--- config.mk ---
export PLATFORM = sky130hd
export DESIGN_NAME = comm_frame_decoder_flat
export DESIGN_NICKNAME = d
export VERILOG_FILES = /design/src/rtl/comm_pkg.sv /design/src/rtl/comm_frame_decoder_if.sv /design/src/rtl/comm_tx_responder.sv /design/src/rtl/comm_frame_decoder.sv /design/src/flat_wrapper.sv
export SDC_FILE = /design/constraint.sdc
export NUM_CORES = 1
export LEC_CHECK = 0
export CAP_MARGIN = 15
export CORE_MARGIN = 2
export CORE_UTILIZATION = 45
export DETAILED_ROUTE_END_ITERATION = 6
export PLACE_DENSITY = 0.78
export SLEW_MARGIN = 40
export SYNTH_ARGS = -nofsm -noshare
export SYNTH_HDL_FRONTEND = slang
export SYNTH_SLANG_ARGS = --single-unit
--- constraint.sdc ---
create_clock -name clk -period 6 [get_ports clk]
set_clock_uncertainty 0.15 [all_clocks]
set_input_delay 0.6 -clock clk [delete_from_list [all_inputs] [get_ports clk]]
set_output_delay 0.6 -clock clk [all_outputs]
set_load 0.02 [all_outputs]
--- src/rtl/comm_pkg.sv ---
// Shared definitions for the UART command frame decoder.
// Holds frame type codes, response codes, the rx FSM state encoding
// and a bit-to-byte count helper used to size multi-byte fields.
package comm_pkg;

  localparam logic [7:0] TYPE_SYS   = 8'h01;
  localparam logic [7:0] TYPE_STEP  = 8'h02;
  localparam logic [7:0] TYPE_RANGE = 8'h03;
  localparam logic [7:0] TYPE_BASE  = 8'h04;
  localparam logic [7:0] TYPE_WRITE = 8'h05;

  localparam logic [7:0] RSP_ACK = 8'h06;
  localparam logic [7:0] RSP_NAK = 8'h15;

  typedef enum logic [1:0] {
    ST_IDLE,
    ST_TYPE,
    ST_PAYLOAD,
    ST_CHECK
  } rx_state_t;

  // Number of whole bytes needed to carry a field of the given bit width.
  function automatic int byte_count(input int bits);
    return (bits + 7) / 8;
  endfunction

endpackage

--- src/rtl/comm_frame_decoder_if.sv ---
// Byte-stream and RAM-write bus between the UART/RAM side and the decoder.
// Signals: rx_valid/rx_data (received byte strobe), tx_busy/tx_data/send_data
// (response byte handshake), wr_enable/wr_addr/wr_data (waveform RAM write).
interface comm_frame_decoder_if #(
  parameter int DATA_WIDTH = 16,
  parameter int ADDR_WIDTH = 12
);
  logic                  rx_valid;
  logic [7:0]            rx_data;
  logic                  tx_busy;
  logic [7:0]            tx_data;
  logic                  send_data;
  logic                  wr_enable;
  logic [ADDR_WIDTH-1:0] wr_addr;
  logic [DATA_WIDTH-1:0] wr_data;

  // Decoder side.
  modport slave (
    input  rx_valid, rx_data, tx_busy,
    output tx_data, send_data, wr_enable, wr_addr, wr_data
  );

  // UART / RAM side.
  modport master (
    output rx_valid, rx_data, tx_busy,
    input  tx_data, send_data, wr_enable, wr_addr, wr_data
  );
endinterface

--- src/rtl/comm_tx_responder.sv ---
// One-byte pending response register feeding the UART transmitter.
// Ports: load/load_byte queue a response; tx_busy holds it back;
// tx_data/send_data present the byte with a one-cycle strobe.
module comm_tx_responder (
  input  logic       clk,
  input  logic       reset,
  input  logic       load,
  input  logic [7:0] load_byte,
  input  logic       tx_busy,
  output logic [7:0] tx_data,
  output logic       send_data
);

  logic       pending;
  logic [7:0] pend_byte;

  always_ff @(posedge clk) begin
    if (reset) begin
      pending   <= 1'b0;
      pend_byte <= 8'h00;
      tx_data   <= 8'h00;
      send_data <= 1'b0;
    end else begin
      send_data <= 1'b0;
      if (pending && !tx_busy) begin
        send_data <= 1'b1;
        tx_data   <= pend_byte;
        pending   <= 1'b0;
      end
      // A load in the same cycle as a send wins: the newer byte stays pending.
      if (load) begin
        pending   <= 1'b1;
        pend_byte <= load_byte;
      end
    end
  end

endmodule

--- src/rtl/comm_frame_decoder.sv ---
// Decodes LEN/TYPE/payload/CHK frames from the UART byte stream.
// Ports: clk/reset, bus (rx bytes, tx response, RAM writes), committed
// step/range/base_addr, and sys_reset/frame_err one-cycle pulses.
module comm_frame_decoder
  import comm_pkg::*;
#(
  parameter int DATA_WIDTH     = 16,
  parameter int ADDR_WIDTH     = 12,
  parameter int CFG_WIDTH      = 12,
  parameter int TIMEOUT_CYCLES = 1_000_000
) (
  input  logic                  clk,
  input  logic                  reset,
  comm_frame_decoder_if.slave   bus,
  output logic [CFG_WIDTH-1:0]  step,
  output logic [CFG_WIDTH-1:0]  range,
  output logic [ADDR_WIDTH-1:0] base_addr,
  output logic                  sys_reset,
  output logic                  frame_err
);

  localparam int DATA_BYTES = byte_count(DATA_WIDTH);
  localparam int CFG_BYTES  = byte_count(CFG_WIDTH);
  localparam int ADDR_BYTES = byte_count(ADDR_WIDTH);
  localparam int SHW        = (CFG_WIDTH > ADDR_WIDTH) ? CFG_WIDTH : ADDR_WIDTH;
  localparam int BIDX_W     = $clog2(DATA_BYTES + 1);
  localparam int GAP_W      = $clog2(TIMEOUT_CYCLES);

  rx_state_t             state;
  logic [7:0]            len;
  logic [7:0]            typ;
  logic [7:0]            cnt;
  logic [7:0]            chk;
  logic [SHW-1:0]        shadow;
  logic [DATA_WIDTH-1:0] acc;
  logic [DATA_WIDTH-1:0] acc_next;
  logic [BIDX_W-1:0]     bidx;
  logic [ADDR_WIDTH-1:0] sidx;
  logic [GAP_W-1:0]      gap;
  logic                  len_ok;
  logic                  frame_ok;
  logic                  rsp_load;

  // Shifting MSB first and truncating keeps only the low bits of each field.
  assign acc_next = DATA_WIDTH'({acc, bus.rx_data});

  always_comb begin
    len_ok = 1'b0;
    case (typ)
      TYPE_SYS:              len_ok = (len == 8'd1);
      TYPE_STEP, TYPE_RANGE: len_ok = (len == 8'(CFG_BYTES));
      TYPE_BASE:             len_ok = (len == 8'(ADDR_BYTES));
      TYPE_WRITE:            len_ok = ((int'(len) % DATA_BYTES) == 0);
      default:               len_ok = 1'b0;
    endcase
  end

  assign frame_ok = len_ok && (bus.rx_data == chk);
  // Response is queued on the CHK byte itself so it is pending one cycle later.
  assign rsp_load = bus.rx_valid && (state == ST_CHECK);

  comm_tx_responder u_tx (
    .clk       (clk),
    .reset     (reset),
    .load      (rsp_load),
    .load_byte (frame_ok ? RSP_ACK : RSP_NAK),
    .tx_busy   (bus.tx_busy),
    .tx_data   (bus.tx_data),
    .send_data (bus.send_data)
  );

  always_ff @(posedge clk) begin
    if (reset) begin
      state         <= ST_IDLE;
      len           <= 8'h00;
      typ           <= 8'h00;
      cnt           <= 8'h00;
      chk           <= 8'h00;
      shadow        <= '0;
      acc           <= '0;
      bidx          <= '0;
      sidx          <= '0;
      gap           <= '0;
      bus.wr_enable <= 1'b0;
      bus.wr_addr   <= '0;
      bus.wr_data   <= '0;
      step          <= CFG_WIDTH'(1);
      range         <= '1;
      base_addr     <= '0;
      sys_reset     <= 1'b0;
      frame_err     <= 1'b0;
    end else begin
      bus.wr_enable <= 1'b0;
      sys_reset     <= 1'b0;
      frame_err     <= 1'b0;
      if (bus.rx_valid) begin
        // A byte arriving on the expiry cycle wins over the timeout.
        gap <= '0;
        case (state)
          ST_IDLE: begin
            len   <= bus.rx_data;
            chk   <= bus.rx_data;
            cnt   <= 8'h00;
            state <= ST_TYPE;
          end
          ST_TYPE: begin
            typ    <= bus.rx_data;
            chk    <= chk ^ bus.rx_data;
            shadow <= '0;
            acc    <= '0;
            bidx   <= '0;
            sidx   <= '0;
            state  <= (len == 8'h00) ? ST_CHECK : ST_PAYLOAD;
          end
          ST_PAYLOAD: begin
            chk    <= chk ^ bus.rx_data;
            shadow <= SHW'({shadow, bus.rx_data});
            cnt    <= cnt + 8'd1;
            if (typ == TYPE_WRITE) begin
              acc <= acc_next;
              if (bidx == BIDX_W'(DATA_BYTES - 1)) begin
                // RAM writes are streamed as they complete; no rollback later.
                bidx          <= '0;
                sidx          <= sidx + 1'b1;
                bus.wr_enable <= 1'b1;
                bus.wr_addr   <= base_addr + sidx;
                bus.wr_data   <= acc_next;
              end else begin
                bidx <= bidx + 1'b1;
              end
            end
            if (cnt == len - 8'd1) state <= ST_CHECK;
          end
          ST_CHECK: begin
            state <= ST_IDLE;
            if (frame_ok) begin
              case (typ)
                TYPE_SYS:   sys_reset <= shadow[0];
                TYPE_STEP:  step      <= shadow[CFG_WIDTH-1:0];
                TYPE_RANGE: range     <= shadow[CFG_WIDTH-1:0];
                TYPE_BASE:  base_addr <= shadow[ADDR_WIDTH-1:0];
                default: ;
              endcase
            end else begin
              frame_err <= 1'b1;
            end
          end
          default: state <= ST_IDLE;
        endcase
      end else if (state != ST_IDLE) begin
        if (gap == GAP_W'(TIMEOUT_CYCLES - 1)) begin
          gap       <= '0;
          state     <= ST_IDLE;
          frame_err <= 1'b1;
        end else begin
          gap <= gap + 1'b1;
        end
      end
    end
  end

endmodule

--- src/flat_wrapper.sv ---
// flat-port wrapper written by rule: the top's interface ports become plain ports
module comm_frame_decoder_flat import comm_pkg::*;
#(
  parameter int DATA_WIDTH     = 16,
  parameter int ADDR_WIDTH     = 12,
  parameter int CFG_WIDTH      = 12,
  parameter int TIMEOUT_CYCLES = 1_000_000
)
  (clk, reset, step, range, base_addr, sys_reset, frame_err, bus_rx_valid, bus_rx_data, bus_tx_busy, bus_tx_data, bus_send_data, bus_wr_enable, bus_wr_addr, bus_wr_data);
  comm_frame_decoder_if #(.DATA_WIDTH(DATA_WIDTH), .ADDR_WIDTH(ADDR_WIDTH)) bus_i ();
  input  logic clk;
  input  logic reset;
  output logic [CFG_WIDTH-1:0] step;
  output logic [CFG_WIDTH-1:0] range;
  output logic [ADDR_WIDTH-1:0] base_addr;
  output logic sys_reset;
  output logic frame_err;
  input wire logic [$bits(bus_i.rx_valid)-1:0] bus_rx_valid;
  input wire logic [$bits(bus_i.rx_data)-1:0] bus_rx_data;
  input wire logic [$bits(bus_i.tx_busy)-1:0] bus_tx_busy;
  output wire logic [$bits(bus_i.tx_data)-1:0] bus_tx_data;
  output wire logic [$bits(bus_i.send_data)-1:0] bus_send_data;
  output wire logic [$bits(bus_i.wr_enable)-1:0] bus_wr_enable;
  output wire logic [$bits(bus_i.wr_addr)-1:0] bus_wr_addr;
  output wire logic [$bits(bus_i.wr_data)-1:0] bus_wr_data;
  assign bus_i.rx_valid = bus_rx_valid;
  assign bus_i.rx_data = bus_rx_data;
  assign bus_i.tx_busy = bus_tx_busy;
  assign bus_tx_data = bus_i.tx_data;
  assign bus_send_data = bus_i.send_data;
  assign bus_wr_enable = bus_i.wr_enable;
  assign bus_wr_addr = bus_i.wr_addr;
  assign bus_wr_data = bus_i.wr_data;
  comm_frame_decoder #(.DATA_WIDTH(DATA_WIDTH), .ADDR_WIDTH(ADDR_WIDTH), .CFG_WIDTH(CFG_WIDTH), .TIMEOUT_CYCLES(TIMEOUT_CYCLES)) u_core (.clk(clk), .reset(reset), .bus(bus_i), .step(step), .range(range), .base_addr(base_addr), .sys_reset(sys_reset), .frame_err(frame_err));
endmodule
# Yosys cells after proc, flatten, opt, wreduce, memory -nomap -nowiden
# Cells that the tools add are included.
dict set report word_totals {
  regBits 173
  in_bits 12
  out_inout_bits 76
}
dict set report op_classes {
  add_sub_neg 6
  n_eq_ne 17
  mux 29
  n_bitwise 7
  n_reduce_logical 31
}
# cell n
set op_table {}
lappend op_table {{$pmux W12 S2} 2}
lappend op_table {{$pmux W8 S2} 3}
lappend op_table {{$logic_not A32 Y1} 1}
lappend op_table {{$eq A8 B2 Y1 const B} 3}
lappend op_table {{$mux W12} 2}
lappend op_table {{$add A20 B1 Y20 const B} 1}
lappend op_table {{$eq A20 B20 Y1 const B} 1}
lappend op_table {{$mux W20} 1}
lappend op_table {{$reduce_and A4 Y1} 5}
lappend op_table {{$eq A8 B1 Y1 const B} 2}
lappend op_table {{$eq A8 B3 Y1 const B} 2}
lappend op_table {{$eq A8 B8 Y1} 2}
lappend op_table {{$reduce_bool A2 Y1} 7}
lappend op_table {{$add A12 B1 Y12 const B} 1}
lappend op_table {{$add A12 B12 Y12} 1}
lappend op_table {{$mux W2} 6}
lappend op_table {{$mux W1} 10}
lappend op_table {{$reduce_and A2 Y1} 5}
lappend op_table {{$add A8 B1 Y8 const B} 1}
lappend op_table {{$logic_not A8 Y1} 1}
lappend op_table {{$mux W8} 1}
lappend op_table {{$pmux W2 S4} 1}
lappend op_table {{$sub A8 B1 Y8 const B} 1}
lappend op_table {{$xor A8 B8 Y8} 1}
lappend op_table {{other kinds (17)} 29}

# Longest topological paths before layout
# Gate-level depths: netlist of run 1.
dict set report logic_depth {
  ltp_word 7
  mapped_depth 9
  depth_no_buf 9
}

# Cells and area by module
# From an unflattened synthesis of run 1, not the netlist that was laid out.
dict set report hier_totals {
  cells_unflattened 896
  area_unflattened_um2 7815.0
}
# mod n_inst cells_each area_per_inst_um2 seq_area_each_um2
set modules_own_cells {}
lappend modules_own_cells {comm_frame_decoder 1 831 7114.3 3103.0}
lappend modules_own_cells {comm_tx_responder 1 65 700.7 360.3}

# Worst setup path after synthesis of run 1
# OpenSTA, ideal clock, no wires.
dict set report synth_path {
  path_kind {input port to flip-flop}
  start {in bus_rx_data[1]}
  end {reg u_core.step[0]}
  setup_ns 0.128
  arrival_ns 2.298
  t_required_ns 5.722
  slack_ns 3.424
  stages 8
  n_path_buf 2
  cell_sequence {clkbuf_1 xor2_1 nor4_1 nand3_2 a2111oi_4 buf_6 mux2i_1 nand2_1}
}
dict set report synth_between {
  elab_chain_len 3
}
# element line_no
set synth_lines {}
lappend synth_lines {{from (decl)} flat_wrapper.sv:19} ;# input wire logic [$bits(bus_i.rx_data)-1:0] bus_rx_data;
lappend synth_lines {{$eq A8 B8 Y1} comm_frame_decoder.sv:58} ;# assign frame_ok = len_ok && (bus.rx_data == chk);
lappend synth_lines {{$logic_and A1 B1 Y1} comm_frame_decoder.sv:58}
lappend synth_lines {{$reduce_and A4 Y1 (no line)} n/a}
lappend synth_lines {{to (signal assigned)} comm_frame_decoder.sv:139} ;# TYPE_STEP: step <= shadow[CFG_WIDTH-1:0];
lappend synth_lines {{to (decl)} comm_frame_decoder.sv:15} ;# output logic [CFG_WIDTH-1:0] step,
# No other way between the ends.
# A chain may end at the register's enable or synchronous reset.

# Final worst setup path of run 1
dict set report layout_path {
  start {reg u_core.state[1]}
  end {reg u_core.acc[2]}
}
dict set report layout_between {
  elab_chain_len 3
  word_cells_on_any_way 6
}
# element line_no
set layout_lines {}
lappend layout_lines {{from (decl)} comm_frame_decoder.sv:29} ;# rx_state_t state;
lappend layout_lines {{from (signal assigned)} comm_frame_decoder.sv:113} ;# state <= (len == 8'h00) ? ST_CHECK : ST_PAYLOAD;
lappend layout_lines {{$eq A2 B2 Y1 or $eq A2 B1 Y1 (tied branches)} comm_frame_decoder.sv:99} ;# case (state)
lappend layout_lines {{$ne A2 B1 Y1 (no line) or $reduce_bool A2 Y1 (tied branches)} n/a}
lappend layout_lines {{$reduce_and A3 Y1 (no line)} n/a}
lappend layout_lines {{to (signal assigned)} comm_frame_decoder.sv:120} ;# acc <= acc_next;
lappend layout_lines {{to (decl)} comm_frame_decoder.sv:35} ;# logic [DATA_WIDTH-1:0] acc;
# Parallel ways exist; a longest one is shown, timed or not.

==> reports/qor.txt, run 1 <==
=================================================================================================
Fraction of layout cells with a size suffix above 1                                        5.845%
First-pass GRT wire length                                                              30,060 um
Path category of the worst min-delay check                                           flop to flop
Biggest fanout along the worst timing path                                                     21
Final WL                                                                                18,420 um
Cts hold-fix bufs                                                                               0
Boundary Pins                                                                                  88
Avg Synthesized Cell Area                                                             8.591 sq um
Total via count after detailed routing                                                      6,334
Post-synthesis sequential element count                                                       163
Post-synthesis sequential area ratio                                                       43.41%
Die span in x                                                                            133.2 um
Clock buffer depth                                                                              2
CTS tree                                                                                    built
Crit path DAT                                                                             3.33 ns
Worst Path Class, Setup                                                              flop to flop
Relative slew slack                                                                        44.72%
Core utilization of the finished layout                                                    54.95%
Reported max-cap violation count                                                                0
Endpoint class of the critical path                                                          flop
Leakage                                                                                  3.166 nW
Final critical-path required period                                                      3.193 ns
PostCTS Resize Cnt                                                                              0
Count leader, synth                                                                  sky130_fd_sc_hd__dfxtp_1
Source-to-sink clock delay at the later pin of the worst-skew pair                        0.43 ns
Clock slew at the register clock pins of the worst setup and hold paths                   0.07 ns
Starting density of the core                                                               45.65%
Unrepaired setup endpoints after global routing                                             false
Share of the synthesized area in the top cell type                                         43.41%
H-Tree Level Count                                                                              4
Cell at the root of the clock tree                                                   sky130_fd_sc_hd__clkbuf_16
Final slew viol count                                                                           0
Floorplan core area                                                                  16,470 sq um
Async SR Flop Fraction                                                                         0%
Area growth, synth to finish                                                               20.36%
Number of nets with antenna violations after routing                                            0
Cell area after synthesis                                                              7517 sq um
Row count                                                                                      47
Post-CTS repair timing setup buffer count                                                       0
Overflow after GRT                                                                              0
Number of setup violations in the final report                                                  0
Max VDD drop                                                                            0.2501 mV
Total power per unit cell area                                                       269.7 nW/um^2
Final net count                                                                               964
Startpoint class of the critical path                                                        flop
Die height                                                                               133.2 um
GRT Util Overall                                                                           21.06%
Detailed-route vias per instance                                                            5.456
Starting DRT DRC Count                                                                        534
Most used standard cells in the synthesized netlist                                  163 x sky130_fd_sc_hd__dfxtp_1, 108 x sky130_fd_sc_hd__nand2_1, 91 x sky130_fd_sc_hd__nor2_1
Instance area after placement                                                          8439 sq um
Top post-synthesis cells by area                                                     sky130_fd_sc_hd__dfxtp_1 43%, sky130_fd_sc_hd__mux2i_1 6.7%, sky130_fd_sc_hd__a21oi_1 5.4%
Number of search-and-repair iterations in the first detailed-routing pass                       5
Die outline area                                                                     17,750 sq um
Clock sink total                                                                              163
Top flip-flop cell by instance count after synthesis                                 sky130_fd_sc_hd__dfxtp_1
Setup TNS                                                                                    0 ns
Run status                                                                           complete, no violations
Final non-filler cell area                                                             9047 sq um
Remaining DRCs                                                                                  0
Share of the clock period used by the worst path                                           53.22%
Total of warnings raised by yosys                                                               0
Number of cells produced by synthesis                                                         875
Tightest Pin Transition                                                                 0.8263 ns
Crit path required time                                                                   6.13 ns
Hold violation total from the final report                                                      0
Cell taking the most area after synthesis                                            sky130_fd_sc_hd__dfxtp_1
Number of distinct library cell variants in the gate-level netlist after synthesis             62
F_max                                                                                  0.3131 GHz
Largest net degree at the start of global routing                                              96
Diode insertion count for antenna repair                                                        0
Placer congestion estimate                                                                 0.8883
DP HPWL                                                                                 12,470 um
Clock buffers created by TritonCTS                                                             17
Count of input and output buffers                                                              83
Initial antenna violation count                                                                 0
Count of flip-flops with a built-in enable after synthesis                                      0
Vias in the first global route                                                              5,995
DR WL/cell                                                                               15.86 um
=================================================================================================
## logic make-up after synthesis
| family | synth area share [%] |
|---|---|
| AND/OR/NAND/NOR | 23.67 |
| flip-flops | 43.41 |
| AO/OA/AOI/OAI | 12.18 |
| buffers and inverters | 4.228 |
| multiplexers | 6.658 |
| XOR/XNOR | 5.709 |
| adder cells (fa/ha/maj) | 4.095 |
| other | 0.04989 |
## layout by cell type (no fill, tap or decap), types with 17 or more instances in the layout
cell	instances
sky130_fd_sc_hd__o21ai_0	29
sky130_fd_sc_hd__a21oi_1	81
sky130_fd_sc_hd__clkdlybuf4s50_1	82
sky130_fd_sc_hd__mux2i_1	50
sky130_fd_sc_hd__nor2_1	91
sky130_fd_sc_hd__clkbuf_16	17
sky130_fd_sc_hd__xor2_1	31
sky130_fd_sc_hd__dfxtp_1	163
sky130_fd_sc_hd__nand3_1	57
sky130_fd_sc_hd__ha_1	23
sky130_fd_sc_hd__xnor2_1	18
sky130_fd_sc_hd__nand2_1	108
## registers in the layout, indices dropped and copies added (netlist names), 2 cells and up
| register | count |
|---|---|
| u_core.shadow | 12 |
| u_core.step | 12 |
| u_core.u_tx.pend_byte | 3 |
| u_core.chk | 8 |
| u_core.acc | 8 |
| u_core.len | 8 |
| u_core.bidx | 2 |
| u_core.bus.wr_addr | 12 |
| u_core.cnt | 8 |
| u_core.base_addr | 12 |
| u_core.gap | 20 |
| u_core.range | 12 |
| u_core.bus.wr_data | 16 |
| u_core.state | 2 |
| u_core.sidx | 12 |
| u_core.typ | 8 |
| u_core.u_tx.tx_data | 3 |
## worst max-delay path: stages (launching register included)
cell	delay (ns)
sky130_fd_sc_hd__dfxtp_1	0.47
sky130_fd_sc_hd__inv_1	0.16
sky130_fd_sc_hd__ha_1	0.66
sky130_fd_sc_hd__and2_1	0.72
sky130_fd_sc_hd__o21ai_1	0.51
sky130_fd_sc_hd__a22oi_1	0.31
sky130_fd_sc_hd__nor2_1	0.06
## cell type report
type / instances / area, sq um
Fill cell: 1474 / 7418
Multi-Input combinational cell: 642 / 3956
Sequential cell: 163 / 3263
Timing Repair Buffer: 92 / 899.6
Clock buffer: 18 / 439.2
Tap cell: 220 / 275.3
Clock inverter: 14 / 168.9
Inverter: 12 / 45.04
## layer usage
metal  vias to the layer above  part of all wire [%]  track usage, %  routed length [um]
li1                       3121                     -               -                   -
met1                      3005                    45           27.13                8379
met2                       183                    48           34.99                8822
met3                        25                   5.0           4.642                 912
met4                         0                   1.6           7.270                 303
met5                         -                     0               0                   0
## power breakdown
part / internal, mW / switching (mW) / total [mW]
sequential: 1.10 / 0.0244 / 1.12
combinational: 0.0690 / 0.135 / 0.204
clock: 0.637 / 0.477 / 1.11
total: 1.80 / 0.636 / 2.44
## worst paths after layout
| check | from | endpoint | slack [ns] | depth (start not counted) |
|---|---|---|---|---|
| max | u_core.state[1] | u_core.acc[2] | 2.81 | 6 |
| min | u_core.bus.wr_data[7] | u_core.bus.wr_data[7] | 0.30 | 2 |
| max reg2reg | u_core.state[1] | u_core.acc[2] | 2.81 | 6 |
| min reg2reg | u_core.bus.wr_data[7] | u_core.bus.wr_data[7] | 0.30 | 2 |
## through the flow
stage,cells,hold slack (ns),worst slack [ns],power (mW)
floorplan,878,0.2745,3.424,1.296
global placement,1126,0.2845,2.389,1.345
detailed placement,1129,0.2940,2.456,1.348
CTS,1161,0.3028,2.839,2.448
global route,1161,0.3202,2.576,2.526
finish,1161,0.2997,2.807,2.440
Power figures use the tool's default switching activity.
==> run 2: changes to the inputs <==
- clock period: 6 -> 3.16 ns (I/O delays scaled with it)
==> run 2 against run 1 <==
  * Count of clock-buffer cells in the layout is the same
  * Worst setup slack lost 2.4 ns
  * Non-clock buffer count grew 17
  * Sequential power grew 90%
  * Total power grew 89%
  * Worst hold slack lost 0.18 ns
  * Flip-flop and latch count is the same
  * Critical path depth grew 1
  * Critical endpoint is now u_core.acc[5]
  * Largest power group unchanged
==> reports/qor.txt, run 2 (synthesized netlist as in run 1, its figures left out) <==
========================================================================================
Run status                                                                  complete, no violations   unchanged
Die height                                                                      133.2 um   unchanged
Non-filler instance count after layout                                             1,177   was 1,161
Number of nets with antenna violations after routing                                   0   unchanged
Cells after DPL                                                                    1,146   was 1,129
Overflow after GRT                                                                     0   unchanged
Crit path required time                                                          3.31 ns   was 6.13 ns
Total power per unit cell area                                              505.3 nW/um^2   was 269.7 nW/um^2
Total via count after detailed routing                                             6,333   was 6,334
Die span in x                                                                   133.2 um   unchanged
Vias in the first global route                                                     5,953   was 5,995
Clock buffers created by TritonCTS                                                    17   unchanged
Diode insertion count for antenna repair                                               0   unchanged
Post-CTS repair timing setup buffer count                                              0   unchanged
Register-to-register setup slack                                                 0.45 ns   was 2.81 ns
Initial antenna violation count                                                        0   unchanged
Cell at the root of the clock tree                                          sky130_fd_sc_hd__clkbuf_16   unchanged
Relative slew slack                                                               53.27%   was 44.72%
Starting DRT DRC Count                                                               433   was 534
DP HPWL                                                                        12,710 um   was 12,470 um
Final critical-path required period                                             2.706 ns   was 3.193 ns
Remaining DRCs                                                                         0   unchanged
GRT Util Overall                                                                  21.10%   was 21.06%
Biggest fanout along the worst timing path                                            18   was 21
DR WL/cell                                                                      15.81 um   was 15.86 um
Flip-flop count of the largest register, all copies and words added                   20   unchanged
Setup TNS                                                                           0 ns   unchanged
Cts hold-fix bufs                                                                      0   unchanged
Detailed-route vias per instance                                                   5.381   was 5.456
Clock slew at the register clock pins of the worst setup and hold paths          0.07 ns   about the same
Fraction of layout cells with a size suffix above 1                               7.315%   was 5.845%
Source-to-sink clock delay at the later pin of the worst-skew pair               0.43 ns   about the same
Crit path DAT                                                                    2.85 ns   was 3.33 ns
Capture point of the critical path                                          u_core.acc[5]   was u_core.acc[2]
Final net count                                                                      981   was 964
Worst hold path cell count                                                             2   unchanged
Final slew viol count                                                                  0   unchanged
Count of input and output buffers                                                     83   unchanged
Endpoint class of the critical path                                                 flop   unchanged
Clock sink total                                                                     163   unchanged
PostCTS Resize Cnt                                                                     0   unchanged
Floorplan core area                                                         16,470 sq um   unchanged
Worst Path Class, Setup                                                     flop to flop   unchanged
Path category of the worst min-delay check                                  primary input to flop   was flop to flop
Critical R2R Launch                                                         u_core.state[0]   was u_core.state[1]
# fillers                                                                          1,482   was 1,474
H-Tree Level Count                                                                     4   unchanged
Largest net degree at the start of global routing                                     51   was 96
Startpoint class of the critical path                                               flop   unchanged
Most flop-heavy register                                                      u_core.gap   unchanged
Final WL                                                                       18,600 um   was 18,420 um
Area growth, synth to finish                                                      21.59%   was 20.36%
Number of search-and-repair iterations in the first detailed-routing pass              7   was 5
Max VDD drop                                                                   0.4547 mV   was 0.2501 mV
First-pass GRT wire length                                                     30,060 um   about the same
Leakage                                                                         3.238 nW   was 3.166 nW
Critical path origin                                                        u_core.state[0]   was u_core.state[1]
R2R depth                                                                              7   was 6
Clock buffer depth                                                                     2   unchanged
Unrepaired setup endpoints after global routing                                    false   unchanged
Largest registers in the final layout                                       u_core.gap: 20 flops, u_core.bus.wr_data: 16 flops   unchanged
Reported max-cap violation count                                                       0   unchanged
Instance area after placement                                                 8554 sq um   was 8439 sq um
Die outline area                                                            17,750 sq um   unchanged
Hold violation total from the final report                                             0   unchanged
Leading cell types in the layout, fill and taps excluded                    163 x sky130_fd_sc_hd__dfxtp_1, 108 x sky130_fd_sc_hd__nand2_1, 91 x sky130_fd_sc_hd__nor2_1   unchanged
Tightest Pin Transition                                                        0.6963 ns   was 0.8263 ns
Share of the clock period used by the worst path                                  85.65%   was 53.22%
Worst reg2reg path endpoint                                                 u_core.acc[5]   was u_core.acc[2]
Final non-filler cell area                                                    9140 sq um   was 9047 sq um
Post-route worst setup slack                                                   0.4535 ns   was 2.807 ns
Placer congestion estimate                                                        0.8723   was 0.8883
Boundary Pins                                                                         88   unchanged
CTS tree                                                                           built   unchanged
Worst slack at placement                                                       0.4231 ns   was 2.456 ns
Smallest hold slack                                                            0.1163 ns   was 0.2997 ns
F_max                                                                         0.3695 GHz   was 0.3131 GHz
Most frequent standard cell in the layout excluding fill and tap cells      sky130_fd_sc_hd__dfxtp_1   unchanged
Row count                                                                             47   unchanged
Starting density of the core                                                      45.65%   unchanged
Number of setup violations in the final report                                         0   unchanged
========================================================================================
[run 2: changes by cell type in the layout (fill, tap and decap cells not counted), sizes merged]
cell	previous run	this run
clkinv	5	4
buf	10	27
[run 2: through the flow]
stage | power, mW | utilization, %
CTS | 4.638 | 55.51
floorplan | 2.460 | -
global route | 4.781 | 55.51
global placement | 2.569 | 51.95
finish | 4.618 | 55.51
detailed placement | 2.580 | 51.95
[run 2: how the worst min path moves through the flow]
stage                           to           start  slack, ns
floorplan           u_core.bidx[1]  u_core.bidx[1]       0.27
global placement    u_core.bidx[1]  u_core.bidx[1]       0.28
detailed placement  u_core.bidx[1]  u_core.bidx[1]       0.29
CTS                 u_core.step[8]           reset       0.11
global route        u_core.step[8]           reset       0.11
finish              u_core.step[8]           reset       0.12
[run 2: area by class of cell]
type	instances	area, sq um	share of cell area, %
inverter	12	45.04	0.4928
tap	220	275.3	3.012
multi-input combinational	642	3948	43.19
clock buffer	18	439.2	4.805
timing repair buffer	109	1023	11.20
sequential	163	3263	35.70
clock inverter	13	146.4	1.602
[run 2: worst max-delay path, stage by stage (launching register included)]
cell and delay [ns]:
sky130_fd_sc_hd__dfxtp_1 0.43, sky130_fd_sc_hd__inv_1 0.16, sky130_fd_sc_hd__ha_1 0.64, sky130_fd_sc_hd__and2_1 0.29, sky130_fd_sc_hd__buf_4 0.26, sky130_fd_sc_hd__o21ai_1 0.29
sky130_fd_sc_hd__a22oi_1 0.28, sky130_fd_sc_hd__nor2_1 0.08
[run 2: power breakdown]
group | internal (mW) | switching [mW] | total (mW)
Sequential | 2.09 | 0.0476 | 2.13
Combinational | 0.148 | 0.258 | 0.406
Clock | 1.19 | 0.886 | 2.08
Total | 3.43 | 1.19 | 4.62
[run 2: metal layers]
layer  wire, um  part of all wire, %  up-vias  GRT usage (%)
met2       8651                   47      156          33.99
met4        400                  2.2        0          8.038
met3        850                  4.6       32          4.148
met1       8701                   47     2984          28.06
li1           -                    -     3161              -
met5          0                    0        -              0
==> run 3: changes to the inputs <==
--- a/config.mk
+++ b/config.mk
@@ -15,2 +15,3 @@
 export SYNTH_HDL_FRONTEND = slang
+export SYNTH_HIERARCHICAL = 1
 export SYNTH_SLANG_ARGS = --single-unit
==> constraint.sdc (replaced) <==
create_clock -name clk -period 3.16 [get_ports clk]
set_clock_uncertainty 0.15 [all_clocks]
set_input_delay 0.632 -clock clk [delete_from_list [all_inputs] [get_ports clk]]
set_output_delay 0.632 -clock clk [all_outputs]
set_load 0.02 [all_outputs]
==> run 3 against run 2 <==
  * Via count is 3.1% higher
  * Critical path depth is 1 higher
  * Final area is 5.1% higher
  * Non-clock buffer count is 4 higher
  * Global-route usage is 0.94 points lower
  * Die area is 3.8% higher
  * Critical path type is now primary input to flop
  * Critical endpoint is now u_core/range[6]
  * Synthesized cell count is 2.4% higher
  * Sequential power is 6% higher
==> reports/qor.txt, run 3 <==
=================================================================================================
Post-CTS repair timing setup buffer count                                                       0   unchanged
Cell taking the most area after synthesis                                            sky130_fd_sc_hd__dfxtp_1   unchanged
Max VDD drop                                                                            0.4272 mV   was 0.4547 mV
Number of search-and-repair iterations in the first detailed-routing pass                       5   was 7
Diode insertion count for antenna repair                                                        0   unchanged
Final slew viol count                                                                           0   unchanged
Crit path required time                                                                   3.30 ns   was 3.31 ns
Placer congestion estimate                                                                 0.8342   was 0.8723
Biggest fanout along the worst timing path                                                     12   was 18
CTS tree                                                                                    built   unchanged
Post-synthesis sequential element count                                                       173   was 163
Number of cells produced by synthesis                                                         896   was 875
Cts hold-fix bufs                                                                               0   unchanged
Final net count                                                                             1,017   was 981
Starting DRT DRC Count                                                                        464   was 433
Cell area after synthesis                                                              7815 sq um   was 7517 sq um
Leading cell types in the layout, fill and taps excluded                             173 x sky130_fd_sc_hd__dfxtp_1, 123 x sky130_fd_sc_hd__nand2_1, 101 x sky130_fd_sc_hd__nor2_1   was 163 x sky130_fd_sc_hd__dfxtp_1, 108 x sky130_fd_sc_hd__nand2_1, 91 x sky130_fd_sc_hd__nor2_1
Most flop-heavy register                                                               u_core/gap   was u_core.gap
Fraction of layout cells with a size suffix above 1                                        7.035%   was 7.315%
Clock buffers created by TritonCTS                                                             17   unchanged
Relative slew slack                                                                        46.74%   was 53.27%
Crit path DAT                                                                             2.66 ns   was 2.85 ns
PostCTS Resize Cnt                                                                              0   unchanged
Post-synthesis sequential area ratio                                                       44.32%   was 43.41%
Total of warnings raised by yosys                                                               6   was 0
Multi-input logic area                                                                 4093 sq um   was 3948 sq um
Overflow after GRT                                                                              0   unchanged
Run status                                                                           complete, no violations   unchanged
Remaining DRCs                                                                                  0   unchanged
Reported max-cap violation count                                                                0   unchanged
Worst Path Class, Setup                                                              primary input to flop   was flop to flop
Instance area after placement                                                          9024 sq um   was 8554 sq um
Hold violation total from the final report                                                      0   unchanged
Slowest library cell on the worst path                                               sky130_fd_sc_hd__clkdlybuf4s50_1   was sky130_fd_sc_hd__ha_1
Top flip-flop cell by instance count after synthesis                                 sky130_fd_sc_hd__dfxtp_1   unchanged
F_max                                                                                  0.3965 GHz   was 0.3695 GHz
Most used standard cells in the synthesized netlist                                  173 x sky130_fd_sc_hd__dfxtp_1, 123 x sky130_fd_sc_hd__nand2_1, 101 x sky130_fd_sc_hd__nor2_1   was 163 x sky130_fd_sc_hd__dfxtp_1, 108 x sky130_fd_sc_hd__nand2_1, 91 x sky130_fd_sc_hd__nor2_1
Vias in the first global route                                                              5,925   was 5,953
Die span in x                                                                            135.8 um   was 133.2 um
Area growth, synth to finish                                                               22.88%   was 21.59%
DP HPWL                                                                                 12,390 um   was 12,710 um
Share of the synthesized area in the top cell type                                         44.32%   was 43.41%
Number of nets with antenna violations after routing                                            0   unchanged
Die height                                                                               135.8 um   was 133.2 um
Flip-flop count of the largest register, all copies and words added                            20   unchanged
Path category of the worst min-delay check                                           flop to flop   was primary input to flop
Cell class contributing the biggest share of worst-path delay                        simple AND/OR/NAND/NOR gates   was adder cells
Endpoint class of the critical path                                                          flop   unchanged
Sequence of cells on the critical path                                               clkdlybuf4s50_1 -> xor2_1 -> nor4_1 -> nand3_2 -> a211oi_4 -> buf_12 -> mux2i_1 -> nand2_1   was inv_1 -> ha_1 -> and2_1 -> buf_4 -> o21ai_1 -> a22oi_1 -> nor2_1
Flip-flop and latch area                                                               3463 sq um   was 3263 sq um
Avg Synthesized Cell Area                                                             8.722 sq um   was 8.591 sq um
Final critical-path required period                                                      2.522 ns   was 2.706 ns
GRT Util Overall                                                                           20.16%   was 21.10%
Core utilization of the finished layout                                                    56.10%   was 55.51%
Buffer and inverter count on the worst path                                                     2   unchanged
Clock slew at the register clock pins of the worst setup and hold paths                   0.06 ns   was 0.07 ns
Number of distinct library cell variants in the gate-level netlist after synthesis             64   was 62
Starting density of the core                                                               45.66%   was 45.65%
Number of setup violations in the final report                                                  0   unchanged
Clock sink total                                                                              173   was 163
Tightest Pin Transition                                                                 0.7980 ns   was 0.6963 ns
Count of input and output buffers                                                              87   was 83
Unrepaired setup endpoints after global routing                                             false   unchanged
Async SR Flop Fraction                                                                         0%   unchanged
Clock buffer depth                                                                              2   unchanged
Initial antenna violation count                                                                 0   unchanged
Count of flip-flops with a built-in enable after synthesis                                      0   unchanged
Detailed-route vias per instance                                                            5.350   was 5.381
Top post-synthesis cells by area                                                     sky130_fd_sc_hd__dfxtp_1 44%, sky130_fd_sc_hd__mux2i_1 6.9%, sky130_fd_sc_hd__nand2_1 5.9%   was sky130_fd_sc_hd__dfxtp_1 43%, sky130_fd_sc_hd__mux2i_1 6.7%, sky130_fd_sc_hd__a21oi_1 5.4%
Leakage                                                                                  3.376 nW   was 3.238 nW
H-Tree Level Count                                                                              4   unchanged
Post-route worst setup slack                                                            0.6380 ns   was 0.4535 ns
Boundary Pins                                                                                  88   unchanged
Most frequent standard cell in the layout excluding fill and tap cells               sky130_fd_sc_hd__dfxtp_1   unchanged
Cell at the root of the clock tree                                                   sky130_fd_sc_hd__clkbuf_16   unchanged
Source-to-sink clock delay at the later pin of the worst-skew pair                        0.43 ns   about the same
Die outline area                                                                     18,440 sq um   was 17,750 sq um
Total via count after detailed routing                                                      6,527   was 6,333
Worst slack at placement                                                                0.2395 ns   was 0.4231 ns
Total power per unit cell area                                                       483.8 nW/um^2   was 505.3 nW/um^2
Count leader, synth                                                                  sky130_fd_sc_hd__dfxtp_1   unchanged
Peak per-stage delay on the critical path                                                 0.44 ns   was 0.64 ns
Startpoint class of the critical path                                                primary input   was flop
First-pass GRT wire length                                                              29,490 um   was 30,060 um
Largest net degree at the start of global routing                                             133   was 51
# fillers                                                                                   1,536   was 1,482
Row count                                                                                      48   was 47
Share of the clock period used by the worst path                                           79.81%   was 85.65%
Final non-filler cell area                                                             9603 sq um   was 9140 sq um
DR WL/cell                                                                               14.89 um   was 15.81 um
Final WL                                                                                18,160 um   was 18,600 um
Largest registers in the final layout                                                u_core/gap: 20 flops, u_core/bus.wr_data: 16 flops   was u_core.gap: 20 flops, u_core.bus.wr_data: 16 flops
Setup TNS                                                                                    0 ns   unchanged
Floorplan core area                                                                  17,120 sq um   was 16,470 sq um
=================================================================================================
[run 3: changes by cell type after synthesis, sizes merged, moves of 9 or more]
cell | previous run | this run
dfxtp | 163 | 173
nand2 | 109 | 123
nor2 | 91 | 101
xnor2 | 18 | 27
nand3 | 58 | 46
[run 3: cell families (layout without fill, tap and decap cells)]
logic type / Yosys count / after routing / synth area share [%]
AND/OR/NAND/NOR: 371 / 371 / 23.15
flip-flops: 173 / 173 / 44.32
AO/OA/AOI/OAI: 150 / 150 / 11.75
buffers and inverters: 65 / 161 / 3.458
XOR/XNOR: 57 / 57 / 6.388
multiplexers: 55 / 55 / 7.061
adder cells (fa/ha/maj): 23 / 23 / 3.778
other: 2 / 5 / 0.09610
[run 3: tightest hold or removal path, cell delays in order, from the launching register on]
cell and delay (ns):
sky130_fd_sc_hd__dfxtp_1 0.31, sky130_fd_sc_hd__inv_1 0.05, sky130_fd_sc_hd__a211oi_1 0.03
[run 3: worst paths after layout]
path	depth (start not counted)	startpoint	to	slack [ns]
worst max-delay path	8	bus_rx_data[0]	u_core/range[6]	0.64
worst min-delay path	2	u_core/bidx[1]	u_core/bidx[1]	0.29
worst max register to register	7	u_core/typ[4]	u_core/range[6]	0.67
worst min register to register	2	u_core/bidx[1]	u_core/bidx[1]	0.29
[run 3: through the flow]
stage | cells | total power [mW] | hold slack [ns]
3_3_place_gp | 1188 | 2.654 | 0.2696
5_1_grt | 1220 | 4.817 | 0.3169
2_1_floorplan | 899 | 2.548 | 0.2600
3_5_place_dp | 1188 | 2.660 | 0.2802
4_1_cts | 1220 | 4.682 | 0.2892
6_report | 1220 | 4.646 | 0.2887
[run 3: area by class of cell]
type	instances	share of cell area, %
clock inverter	11	1.134
inverter	16	0.6254
sequential	173	36.07
timing repair buffer	113	11.73
tap	225	2.932
clock buffer	21	4.899
multi-input combinational	661	42.62
[run 3: power breakdown]
group          switching [mW]  leakage (nW)  internal (mW)
logic                   0.228          1.71          0.141
registers              0.0373          1.40           2.21
clock network           0.874         0.272           1.15
total                    1.14          3.38           3.51
[run 3: layer usage]
metal / GRT usage, % / vias to the layer above / wire length [um]
li1: - / 3244 / -
met1: 27.81 / 3072 / 8526
met2: 30.70 / 181 / 8182
met3: 4.639 / 30 / 1075
met4: 7.639 / 0 / 379
met5: 0 / - / 0
